[src/rtl/cpu_ctrl_pkg.sv]
// Shared definitions for the CPU sequencing controller: opcodes, FSM states,
// the control-word layout and opcode-class helpers.
package cpu_ctrl_pkg;

  localparam int OPW = 5;

  localparam logic [OPW-1:0] OP_LD   = 5'b00000;
  localparam logic [OPW-1:0] OP_LDI  = 5'b00001;
  localparam logic [OPW-1:0] OP_ST   = 5'b00010;
  localparam logic [OPW-1:0] OP_ADD  = 5'b00011;
  localparam logic [OPW-1:0] OP_SUB  = 5'b00100;
  localparam logic [OPW-1:0] OP_AND  = 5'b00101;
  localparam logic [OPW-1:0] OP_OR   = 5'b00110;
  localparam logic [OPW-1:0] OP_ROR  = 5'b00111;
  localparam logic [OPW-1:0] OP_ROL  = 5'b01000;
  localparam logic [OPW-1:0] OP_SHR  = 5'b01001;
  localparam logic [OPW-1:0] OP_SHRA = 5'b01010;
  localparam logic [OPW-1:0] OP_SHL  = 5'b01011;
  localparam logic [OPW-1:0] OP_ADDI = 5'b01100;
  localparam logic [OPW-1:0] OP_ANDI = 5'b01101;
  localparam logic [OPW-1:0] OP_ORI  = 5'b01110;
  localparam logic [OPW-1:0] OP_DIV  = 5'b01111;
  localparam logic [OPW-1:0] OP_MUL  = 5'b10000;
  localparam logic [OPW-1:0] OP_NEG  = 5'b10001;
  localparam logic [OPW-1:0] OP_NOT  = 5'b10010;
  localparam logic [OPW-1:0] OP_BR   = 5'b10011;
  localparam logic [OPW-1:0] OP_JR   = 5'b10101;
  localparam logic [OPW-1:0] OP_IN   = 5'b10110;
  localparam logic [OPW-1:0] OP_OUT  = 5'b10111;
  localparam logic [OPW-1:0] OP_MFLO = 5'b11000;
  localparam logic [OPW-1:0] OP_MFHI = 5'b11001;
  localparam logic [OPW-1:0] OP_NOP  = 5'b11010;
  localparam logic [OPW-1:0] OP_HALT = 5'b11011;

  // Execute states are shared between classes wherever their strobes are identical;
  // the IR opcode then picks the successor.
  typedef enum logic [4:0] {
    RESET_ST, HALT,
    T0, T1, T2, T3,
    RY_T4,   // Grb,Rout,Yin      : alu3, imm, mul/div
    BY_T4,   // Grb,BAout,Yin     : ldi, ld, st
    RZ_T5,   // Grc,Rout,Zin      : alu3, mul/div
    CZ_T5,   // Cout,Zin          : imm, ldi, ld, st
    WB_T6,   // ZLOout,Gra,Rin    : alu3, imm, ldi
    MA_T6,   // ZLOout,MARin      : ld, st
    LD_T7, LD_T8, LD_T9,
    ST_T7, ST_T8,
    MD_T6, MD_T7,
    NEG_T4, NEG_T5,
    BR_T4, BR_T5, BR_T6, BR_T7,
    JR_T4, IN_T4, OUT_T4, MFHI_T4, MFLO_T4
  } state_t;

  typedef struct packed {
    logic Run;
    logic HIin, LOin, PCin, MDRin, Zin, Yin, MARin, IRin, CONin, OUTPORTin;
    logic HIout, LOout, ZHIout, ZLOout, PCout, MDRout, INPORTout, Cout;
    logic Gra, Grb, Grc, Rin, Rout, BAout;
    logic Read, write, IncPC;
  } ctrl_t;

  function automatic logic is_alu3(input logic [OPW-1:0] op);
    return (op >= OP_ADD) && (op <= OP_SHL);
  endfunction

  function automatic logic is_imm(input logic [OPW-1:0] op);
    return (op == OP_ADDI) || (op == OP_ANDI) || (op == OP_ORI);
  endfunction

  function automatic logic is_muldiv(input logic [OPW-1:0] op);
    return (op == OP_MUL) || (op == OP_DIV);
  endfunction

  function automatic logic is_mem(input logic [OPW-1:0] op);
    return (op == OP_LD) || (op == OP_LDI) || (op == OP_ST);
  endfunction

endpackage

[src/rtl/control_unit.sv]
// Fetch/decode/execute sequencer for the bus-based CPU datapath. One state
// register; every datapath strobe is decoded from that state (plus CON in BR_T7).
module control_unit
  import cpu_ctrl_pkg::*;
#(
  parameter int OPW           = 5,
  parameter int START_PC_HOLD = 1
) (
  input  logic        Clock,
  input  logic        clr_n,
  input  logic [31:0] IR,
  input  logic        CON,
  input  logic        Stop,
  output logic        Run,
  output logic        HIin,
  output logic        LOin,
  output logic        PCin,
  output logic        MDRin,
  output logic        Zin,
  output logic        Yin,
  output logic        MARin,
  output logic        IRin,
  output logic        CONin,
  output logic        OUTPORTin,
  output logic        HIout,
  output logic        LOout,
  output logic        ZHIout,
  output logic        ZLOout,
  output logic        PCout,
  output logic        MDRout,
  output logic        INPORTout,
  output logic        Cout,
  output logic        Gra,
  output logic        Grb,
  output logic        Grc,
  output logic        Rin,
  output logic        Rout,
  output logic        BAout,
  output logic        Read,
  output logic        write,
  output logic        IncPC
);

  localparam int HOLD_W = $clog2(START_PC_HOLD + 1);

  state_t            state;
  state_t            boundaryState;
  logic [HOLD_W-1:0] holdCnt;
  logic              holdDone;
  logic [OPW-1:0]    op;
  logic              unusedIrBits;
  ctrl_t             ctrl;

  assign op            = IR[31 -: OPW];
  assign unusedIrBits  = ^IR[31-OPW:0];
  assign holdDone      = (holdCnt == HOLD_W'(START_PC_HOLD));
  // Stop only matters on the edge that would otherwise start the next fetch.
  assign boundaryState = Stop ? HALT : T0;

  // NOTE: sequential state uses non-blocking assignments so every register
  // samples the pre-edge values regardless of statement order.
  always_ff @(posedge Clock) begin
    if (!clr_n) begin
      state   <= RESET_ST;
      holdCnt <= '0;
    end else begin
      case (state)
        RESET_ST: begin
          if (holdDone) state <= boundaryState;
          else          holdCnt <= holdCnt + 1'b1;
        end
        HALT: state <= HALT;
        T0:   state <= T1;
        T1:   state <= T2;
        T2:   state <= T3;
        T3: begin
          if (is_alu3(op) || is_imm(op) || is_muldiv(op)) state <= RY_T4;
          else if (is_mem(op))                            state <= BY_T4;
          else begin
            case (op)
              OP_NEG, OP_NOT: state <= NEG_T4;
              OP_BR:          state <= BR_T4;
              OP_JR:          state <= JR_T4;
              OP_IN:          state <= IN_T4;
              OP_OUT:         state <= OUT_T4;
              OP_MFHI:        state <= MFHI_T4;
              OP_MFLO:        state <= MFLO_T4;
              OP_HALT:        state <= HALT;
              default:        state <= boundaryState;
            endcase
          end
        end
        RY_T4:  state <= is_imm(op) ? CZ_T5 : RZ_T5;
        BY_T4:  state <= CZ_T5;
        RZ_T5:  state <= is_muldiv(op) ? MD_T6 : WB_T6;
        CZ_T5:  state <= (op == OP_LD || op == OP_ST) ? MA_T6 : WB_T6;
        MA_T6:  state <= (op == OP_ST) ? ST_T7 : LD_T7;
        LD_T7:  state <= LD_T8;
        LD_T8:  state <= LD_T9;
        ST_T7:  state <= ST_T8;
        MD_T6:  state <= MD_T7;
        NEG_T4: state <= NEG_T5;
        BR_T4:  state <= BR_T5;
        BR_T5:  state <= BR_T6;
        BR_T6:  state <= BR_T7;
        WB_T6, LD_T9, ST_T8, MD_T7, NEG_T5, BR_T7,
        JR_T4, IN_T4, OUT_T4, MFHI_T4, MFLO_T4:
                state <= boundaryState;
        default: state <= RESET_ST;
      endcase
    end
  end

  // NOTE: clearing the whole control word first keeps this block free of
  // latches and makes every strobe not named for a state read as 0.
  always_comb begin
    ctrl = '0;
    case (state)
      T0:      begin ctrl.PCout = 1'b1; ctrl.MARin = 1'b1; ctrl.IncPC = 1'b1; ctrl.Zin = 1'b1; end
      T1:      begin ctrl.ZLOout = 1'b1; ctrl.PCin = 1'b1; ctrl.Read = 1'b1; end
      T2:      begin ctrl.Read = 1'b1; ctrl.MDRin = 1'b1; end
      T3:      begin ctrl.MDRout = 1'b1; ctrl.IRin = 1'b1; end
      RY_T4:   begin ctrl.Grb = 1'b1; ctrl.Rout = 1'b1; ctrl.Yin = 1'b1; end
      BY_T4:   begin ctrl.Grb = 1'b1; ctrl.BAout = 1'b1; ctrl.Yin = 1'b1; end
      RZ_T5:   begin ctrl.Grc = 1'b1; ctrl.Rout = 1'b1; ctrl.Zin = 1'b1; end
      CZ_T5:   begin ctrl.Cout = 1'b1; ctrl.Zin = 1'b1; end
      WB_T6:   begin ctrl.ZLOout = 1'b1; ctrl.Gra = 1'b1; ctrl.Rin = 1'b1; end
      MA_T6:   begin ctrl.ZLOout = 1'b1; ctrl.MARin = 1'b1; end
      LD_T7:   ctrl.Read = 1'b1;
      LD_T8:   begin ctrl.Read = 1'b1; ctrl.MDRin = 1'b1; end
      LD_T9:   begin ctrl.MDRout = 1'b1; ctrl.Gra = 1'b1; ctrl.Rin = 1'b1; end
      // Read stays low so MDR captures the bus (register data), not memory.
      ST_T7:   begin ctrl.Gra = 1'b1; ctrl.Rout = 1'b1; ctrl.MDRin = 1'b1; end
      ST_T8:   ctrl.write = 1'b1;
      MD_T6:   begin ctrl.ZLOout = 1'b1; ctrl.LOin = 1'b1; end
      MD_T7:   begin ctrl.ZHIout = 1'b1; ctrl.HIin = 1'b1; end
      NEG_T4:  begin ctrl.Grb = 1'b1; ctrl.Rout = 1'b1; ctrl.Zin = 1'b1; end
      NEG_T5:  begin ctrl.ZLOout = 1'b1; ctrl.Gra = 1'b1; ctrl.Rin = 1'b1; end
      BR_T4:   begin ctrl.Gra = 1'b1; ctrl.Rout = 1'b1; ctrl.CONin = 1'b1; end
      BR_T5:   begin ctrl.PCout = 1'b1; ctrl.Yin = 1'b1; end
      BR_T6:   begin ctrl.Cout = 1'b1; ctrl.Zin = 1'b1; end
      BR_T7:   begin ctrl.ZLOout = 1'b1; ctrl.PCin = CON; end
      JR_T4:   begin ctrl.Gra = 1'b1; ctrl.Rout = 1'b1; ctrl.PCin = 1'b1; end
      IN_T4:   begin ctrl.INPORTout = 1'b1; ctrl.Gra = 1'b1; ctrl.Rin = 1'b1; end
      OUT_T4:  begin ctrl.Gra = 1'b1; ctrl.Rout = 1'b1; ctrl.OUTPORTin = 1'b1; end
      MFHI_T4: begin ctrl.HIout = 1'b1; ctrl.Gra = 1'b1; ctrl.Rin = 1'b1; end
      MFLO_T4: begin ctrl.LOout = 1'b1; ctrl.Gra = 1'b1; ctrl.Rin = 1'b1; end
      default: ;
    endcase
    ctrl.Run = (state != RESET_ST) && (state != HALT);
  end

  assign Run       = ctrl.Run;
  assign HIin      = ctrl.HIin;
  assign LOin      = ctrl.LOin;
  assign PCin      = ctrl.PCin;
  assign MDRin     = ctrl.MDRin;
  assign Zin       = ctrl.Zin;
  assign Yin       = ctrl.Yin;
  assign MARin     = ctrl.MARin;
  assign IRin      = ctrl.IRin;
  assign CONin     = ctrl.CONin;
  assign OUTPORTin = ctrl.OUTPORTin;
  assign HIout     = ctrl.HIout;
  assign LOout     = ctrl.LOout;
  assign ZHIout    = ctrl.ZHIout;
  assign ZLOout    = ctrl.ZLOout;
  assign PCout     = ctrl.PCout;
  assign MDRout    = ctrl.MDRout;
  assign INPORTout = ctrl.INPORTout;
  assign Cout      = ctrl.Cout;
  assign Gra       = ctrl.Gra;
  assign Grb       = ctrl.Grb;
  assign Grc       = ctrl.Grc;
  assign Rin       = ctrl.Rin;
  assign Rout      = ctrl.Rout;
  assign BAout     = ctrl.BAout;
  assign Read      = ctrl.Read;
  assign write     = ctrl.write;
  assign IncPC     = ctrl.IncPC;

endmodule

[config.mk]
export PLATFORM = sky130hd
export DESIGN_NAME = control_unit
export DESIGN_NICKNAME = d
export VERILOG_FILES = /design/src/rtl/cpu_ctrl_pkg.sv /design/src/rtl/control_unit.sv
export SDC_FILE = /design/constraint.sdc
export NUM_CORES = 1
export LEC_CHECK = 0
export ABC_CLOCK_PERIOD_IN_PS = 3550
export BUFFER_PORTS_ARGS = -buffer_cell sky130_fd_sc_hd__buf_4
export CAP_MARGIN = 20
export CORE_ASPECT_RATIO = 0.9
export CORE_MARGIN = 5
export CORE_UTILIZATION = 49
export CTS_CLUSTER_DIAMETER = 120
export DETAILED_ROUTE_END_ITERATION = 12
export GPL_ROUTABILITY_DRIVEN = 0
export GPL_TIMING_DRIVEN = 0
export PLACE_DENSITY = 0.86
export SETUP_SLACK_MARGIN = 0.1
export SLEW_MARGIN = 20
export SYNTH_ARGS = -nofsm -noshare
export SYNTH_HDL_FRONTEND = slang
export SYNTH_SLANG_ARGS = --single-unit
[constraint.sdc]
create_clock -name Clock -period 3.55 [get_ports Clock]
set_clock_uncertainty 0.15 [all_clocks]
set_input_delay 0.355 -clock Clock [delete_from_list [all_inputs] [get_ports Clock]]
set_output_delay 0.355 -clock Clock [all_outputs]
set_load 0.05 [all_outputs]
# Word-level counts from Yosys, hierarchy flattened
# Index checks and enable logic that the tools add are counted.
[totals] register_bits=6 in_bits=36 output_inout_bits=28 elab_cells=118
[op_classes] addsub=1 order_cmp=2 n_eq_ne=47 mux=37 n_reduce_logical=29
[ops] op="5-bit equality test (second input constant)" n=24
[ops] op="5-bit case mux with 20 select lines" n=1
[ops] op="5-bit by 4-bit equality test with 1-bit output (second input constant)" n=12
[ops] op="5-bit case mux with 8 select lines" n=1
[ops] op="1-bit 2-to-1 mux" n=28
[ops] op="5-bit by 3-bit equality test with 1-bit output (second input constant)" n=4
[ops] op="5-bit 2-to-1 mux" n=4
[ops] op="5-bit by 2-bit equality test with 1-bit output (second input constant)" n=3
[ops] op="2-bit OR reduction" n=6
[ops] op="6-bit OR reduction" n=2
[ops] op="11-bit OR reduction" n=1
[ops] op="5-bit by 1-bit equality test with 1-bit output (second input constant)" n=2
[ops] op="5-bit logical NOT" n=2
[ops] op="10-bit OR reduction" n=1
[ops] op="3-bit OR reduction" n=3
[ops] op="1-bit logical OR" n=8
[ops] op="7-bit OR reduction" n=1
[ops] op="5-bit by 2-bit >= comparator with 1-bit output (second input constant)" n=1
[ops] op="5-bit by 4-bit <= comparator with 1-bit output (second input constant)" n=1
[ops] op="5-bit by 1-bit inequality test with 1-bit output (second input constant)" n=1
[ops] op="5-bit nonzero test" n=1
[ops] op="5-bit OR reduction" n=1
[ops] op="2-bit 2-to-1 mux" n=2
[ops] op="4-bit OR reduction" n=1
[ops] op="other kinds (4)" n=5

# Depth between registers and ports, before layout
[logic_depth] depth_word=7 mapped_depth=7 depth_no_buf=5

# Worst setup path after synthesis
# Ideal clock, no wire load.
[synth_timing] path_kind="reg-to-output" from="register state[1]" to="output MARin" arrival_ns=2.513 t_required_ns=3.045 slack_ns=0.532 stages_incl_launch_ff=6 n_path_buf=3 cell_sequence="dfxtp_1 buf_2 buf_4 buf_2 nand2_1 nor4_1"
[synth_between] elab_chain_cells=3 word_cells_on_any_way=4 cone_classes="2 x eq/ne; 1 x mux; 1 x reduce/logical"
[synth_rtl] item="start: declaration" line_no="control_unit.sv:46" text="state_t state;"
[synth_rtl] item="start signal: assignment" line_no="control_unit.sv:69" text="if (holdDone) state <= boundaryState;"
[synth_rtl] item="start signal: assignment" line_no="control_unit.sv:89" text="default: state <= boundaryState;"
[synth_rtl] item="start signal: assignment" line_no="control_unit.sv:93" text="RY_T4: state <= is_imm(op) ? CZ_T5 : RZ_T5;"
[synth_rtl] item="5-bit by 4-bit equality test with 1-bit output or 5-bit by 2-bit equality test with 1-bit output (tied branches)" line_no="control_unit.sv:118" text="case (state)"
[synth_rtl] item="2-bit OR reduction (no source line) (*)"
[synth_rtl] item="1-bit 2-to-1 mux (*)" line_no="control_unit.sv:118"
[synth_rtl] item="end: declaration" line_no="control_unit.sv:21" text="output logic MARin,"
# Every way passes the cells marked *; elsewhere a longest branch is shown, timed or not.

# Final worst setup path
[layout_timing] from="register state[4]" to="output ZLOout"
[layout_between] elab_chain_cells=3 word_cells_on_any_way=8 cone_classes="6 x eq/ne; 1 x mux; 1 x reduce/logical"
[layout_rtl] item="5-bit equality test (tied with other cells)" line_no="control_unit.sv:118"
[layout_rtl] item="6-bit OR reduction (no source line) (*)"
[layout_rtl] item="1-bit 2-to-1 mux (*)" line_no="control_unit.sv:118"
[layout_rtl] item="end: declaration" line_no="control_unit.sv:28" text="output logic ZLOout,"
# Marks and branches as above.

==> impl_metrics.tcl <==
set metrics [dict create \
    crit_arrival_ns 2.10 \
    netSwitchingPower_w 0.000222 \
    cap_violations 0 \
    cts.sinks 6 \
    dr_wl_met2_um 1710 \
    chipHeight_um 56.8 \
    top_layer "met4" \
    vias 1582 \
    reg2reg_slack_ns 1.71 \
    synth_top_area_share_pct 10.1 \
    wire_per_inst_um 15.5 \
    hold_depth 2 \
    dieArea_sq_um 3520 \
    syn_area_sq_um 1190 \
    path_class "reg2out" \
    critPathRequiredTime_ns 3.04 \
    routed-wl-met3_um 526 \
    grt.total_usage_pct 23.0 \
    grt_pass1_wl_um 6450 \
    hold_start "clr_n" \
    peakVddDrop_mv 0.222 \
    min_period_ns 2.60 \
    synth_nets 225 \
    synthFlopType "dfxtp_1" \
    ff_latch_area_sq_um 120 \
    hold_path_class "in2reg" \
    synth.most_common_cell "nor2_1" \
    initial_utilization_pct 49.9 \
    powerDensity_nw_per_um2 288 \
    cts.reportedPaths.clkPinSlew_ns 0.04 \
    fin_setup_tns_ns 0 \
    fmax_mhz 384 \
    synth_cell_types 53 \
    min_period_over_period_pct 73.3 \
    power.share.sequential_pct 20.8 \
    crit_chain "buf_2 -> clkbuf_1 -> o21ai_1 -> o22a_1 -> o32ai_1 -> buf_4" \
    numCtsBuffers 3 \
    synth.avg_cell_area_sq_um 6.30 \
    die_x_um 61.9 \
    area_delta_synth_final_pct 25.0 \
    antenna_left 0 \
    worst_hold_slack_ns 0.185 \
    insertion_delay_ns 0.24 \
    p_leak_nw 0.605 \
    fill_cells 237 \
    io_buffers 32 \
    cts_resized 0 \
    worstHoldEndpoint "holdCnt" \
    timing.rr.end "state[0]" \
    synth_cells 189 \
    switching_share_pct 51.8 \
    nets 262 \
    row_count 17 \
    synth_area_leaders "dfxtp_1 10%, nor2_1 7.6%, a21oi_1 6.3%" \
    grt_max_degree 11 \
    clkPwrFrac_pct 14.1 \
    internal_power_w 0.000206 \
    htreeDepth 1 \
    hold_buffers 0 \
    setup_viol 0 \
    cts_tree "yes" \
    post-cts-setup-buffers 0 \
    worstMarginPinSlew_ns 0.501 \
    end_kind "output pin" \
    drt_iter0_drc 154 \
    dr.pass1.iters 4 \
    yosys_warnings 0 \
    drive_above_1_share_pct 26.3 \
    crit_fanout 10 \
    dp_hpwl_um 2990 \
    synth_edf_count 0 \
    critPathLaunchType "register" \
    async_reset_ff_share_pct 0 \
    wirelength_met1_um 1660 \
    maxSlewHeadroom_pct 66.5 \
    drv_slew 0 \
    grt_antenna_before_repair 0 \
    regToRegStartpoint "state[0]" \
    crit_path_top_delay_cell "clkbuf_1" \
    drc_errors 0 \
    slowest_delay_ns 0.42 \
    ys_top_cells_by_count "24 x nor2_1, 20 x nand2_1, 15 x a21oi_1" \
    io_pins 64 \
    cts.path.max_buffers 2 \
    status "complete, no violations" \
    pwr-share-comb_pct 65.0 \
    cts-root-buf "clkbuf_4" \
    vias_per_cell 6.28 \
    gr-total-overflow 0 \
    wirelength_um 3910 \
    synth_top_cell_by_area "dfxtp_1" \
    ys_ff_latch 6 \
    yosysSeqAreaShare_pct 10.1 \
    rsz0062_at_grt "false" \
    diodes 0 \
    grt_pass1_vias 1381 \
    r2r_cells 5 \
    multi_input_area_sq_um 931 \
    hold_viol 0 \
    fp.coreArea_sq_um 2380 \
]
## flip-flops by register name (all words and copies together), names as in the netlist
signal   flops
holdCnt      1
state        5
## metal layers
metal | up-vias | track usage (%)
met5 | - | 0
met4 | 0 | 3.03
met3 | 4 | 4.14
met2 | 113 | 32.8
met1 | 701 | 35.7
li1 | 764 | -
## cell usage in the layout (no fill, tap or decap), types with 2 or more instances in the layout
cell type and count:
clkbuf_1 2, a32oi_1 2, o211ai_1 2, inv_2 4, nand4b_1 3, nor4_1 2, clkbuf_4 3, nand3_1 6
nand4_1 2, inv_1 3, mux2i_1 2, buf_6 2, dfxtp_1 6, nor2_1 24, a221oi_1 2, a21oi_1 15
o32ai_1 2, xnor2_1 3, buf_1 2, nand2b_1 7, or3_1 3, o21ai_1 4, o221ai_1 2, nand2_1 20
nor3_1 10, nor2b_1 10, buf_4 34, o21ai_0 6, nor3b_1 2, buf_2 12, a31oi_1 4
## area by class of cell
type,count,share of cell area (%)
Buffer,20,7.57
Clock buffer,3,1.51
Inverter,7,1.77
Multi-Input combinational cell,156,62.6
Tap cell,28,2.35
Sequential cell,6,8.07
Timing Repair Buffer,32,16.1
## power by group through the flow
stage | sequential [W] | clock [W] | combinational, W
CTS | 0.0000885 | 0.0000645 | 0.000273
floorplan | 0.0000852 | 0 | 0.000209
global placement | 0.0000894 | 0 | 0.000272
finish | 0.0000893 | 0.0000605 | 0.000278
detailed placement | 0.0000894 | 0 | 0.000273
global route | 0.0000907 | 0.0000684 | 0.000298
## per-stage QoR
| stage | power, W | instances | instance area (sq um) | utilization, % | worst slack [ns] |
|---|---|---|---|---|---|
| 2_1_floorplan | 0.000295 | 189 | 1190 | - | 0.532 |
| 3_3_place_gp | 0.000361 | 249 | 1470 | 61.5 | 1.27 |
| 3_5_place_dp | 0.000362 | 249 | 1470 | 61.5 | 1.25 |
| 4_1_cts | 0.000426 | 252 | 1490 | 62.4 | 0.989 |
| 5_1_grt | 0.000457 | 252 | 1490 | 62.4 | 0.767 |
| 6_report | 0.000428 | 252 | 1490 | 62.4 | 0.946 |
## how the worst max path moves through the flow
stage          startpoint      to  slack [ns]  cells past startpoint
6_report         state[4]  ZLOout        0.95                      6
5_1_grt          state[4]  ZLOout        0.77                      6
4_1_cts          state[4]  ZLOout        0.99                      6
3_5_place_dp     state[4]  ZLOout        1.25                      6
3_3_place_gp     state[4]  ZLOout        1.27                      6
2_1_floorplan    state[1]   MARin        0.53                      5
## critical path, delay by kind of cell (launching register included)
family	cells	cell delay (ns)
buf+inv	3	0.94
compound gates	3	0.51
flops	1	0.40
## cells by family (layout without fill, tap and decap cells)
logic type | count (synthesis) | in the layout | share of synthesized area [%]
simple gates | 94 | 94 | 40.7
compound gates | 56 | 56 | 32.9
buf+inv | 27 | 62 | 11.7
flops | 6 | 6 | 10.1
xor+xnor | 4 | 4 | 2.94
mux | 2 | 2 | 1.68
Power figures use the tool's default switching activity.
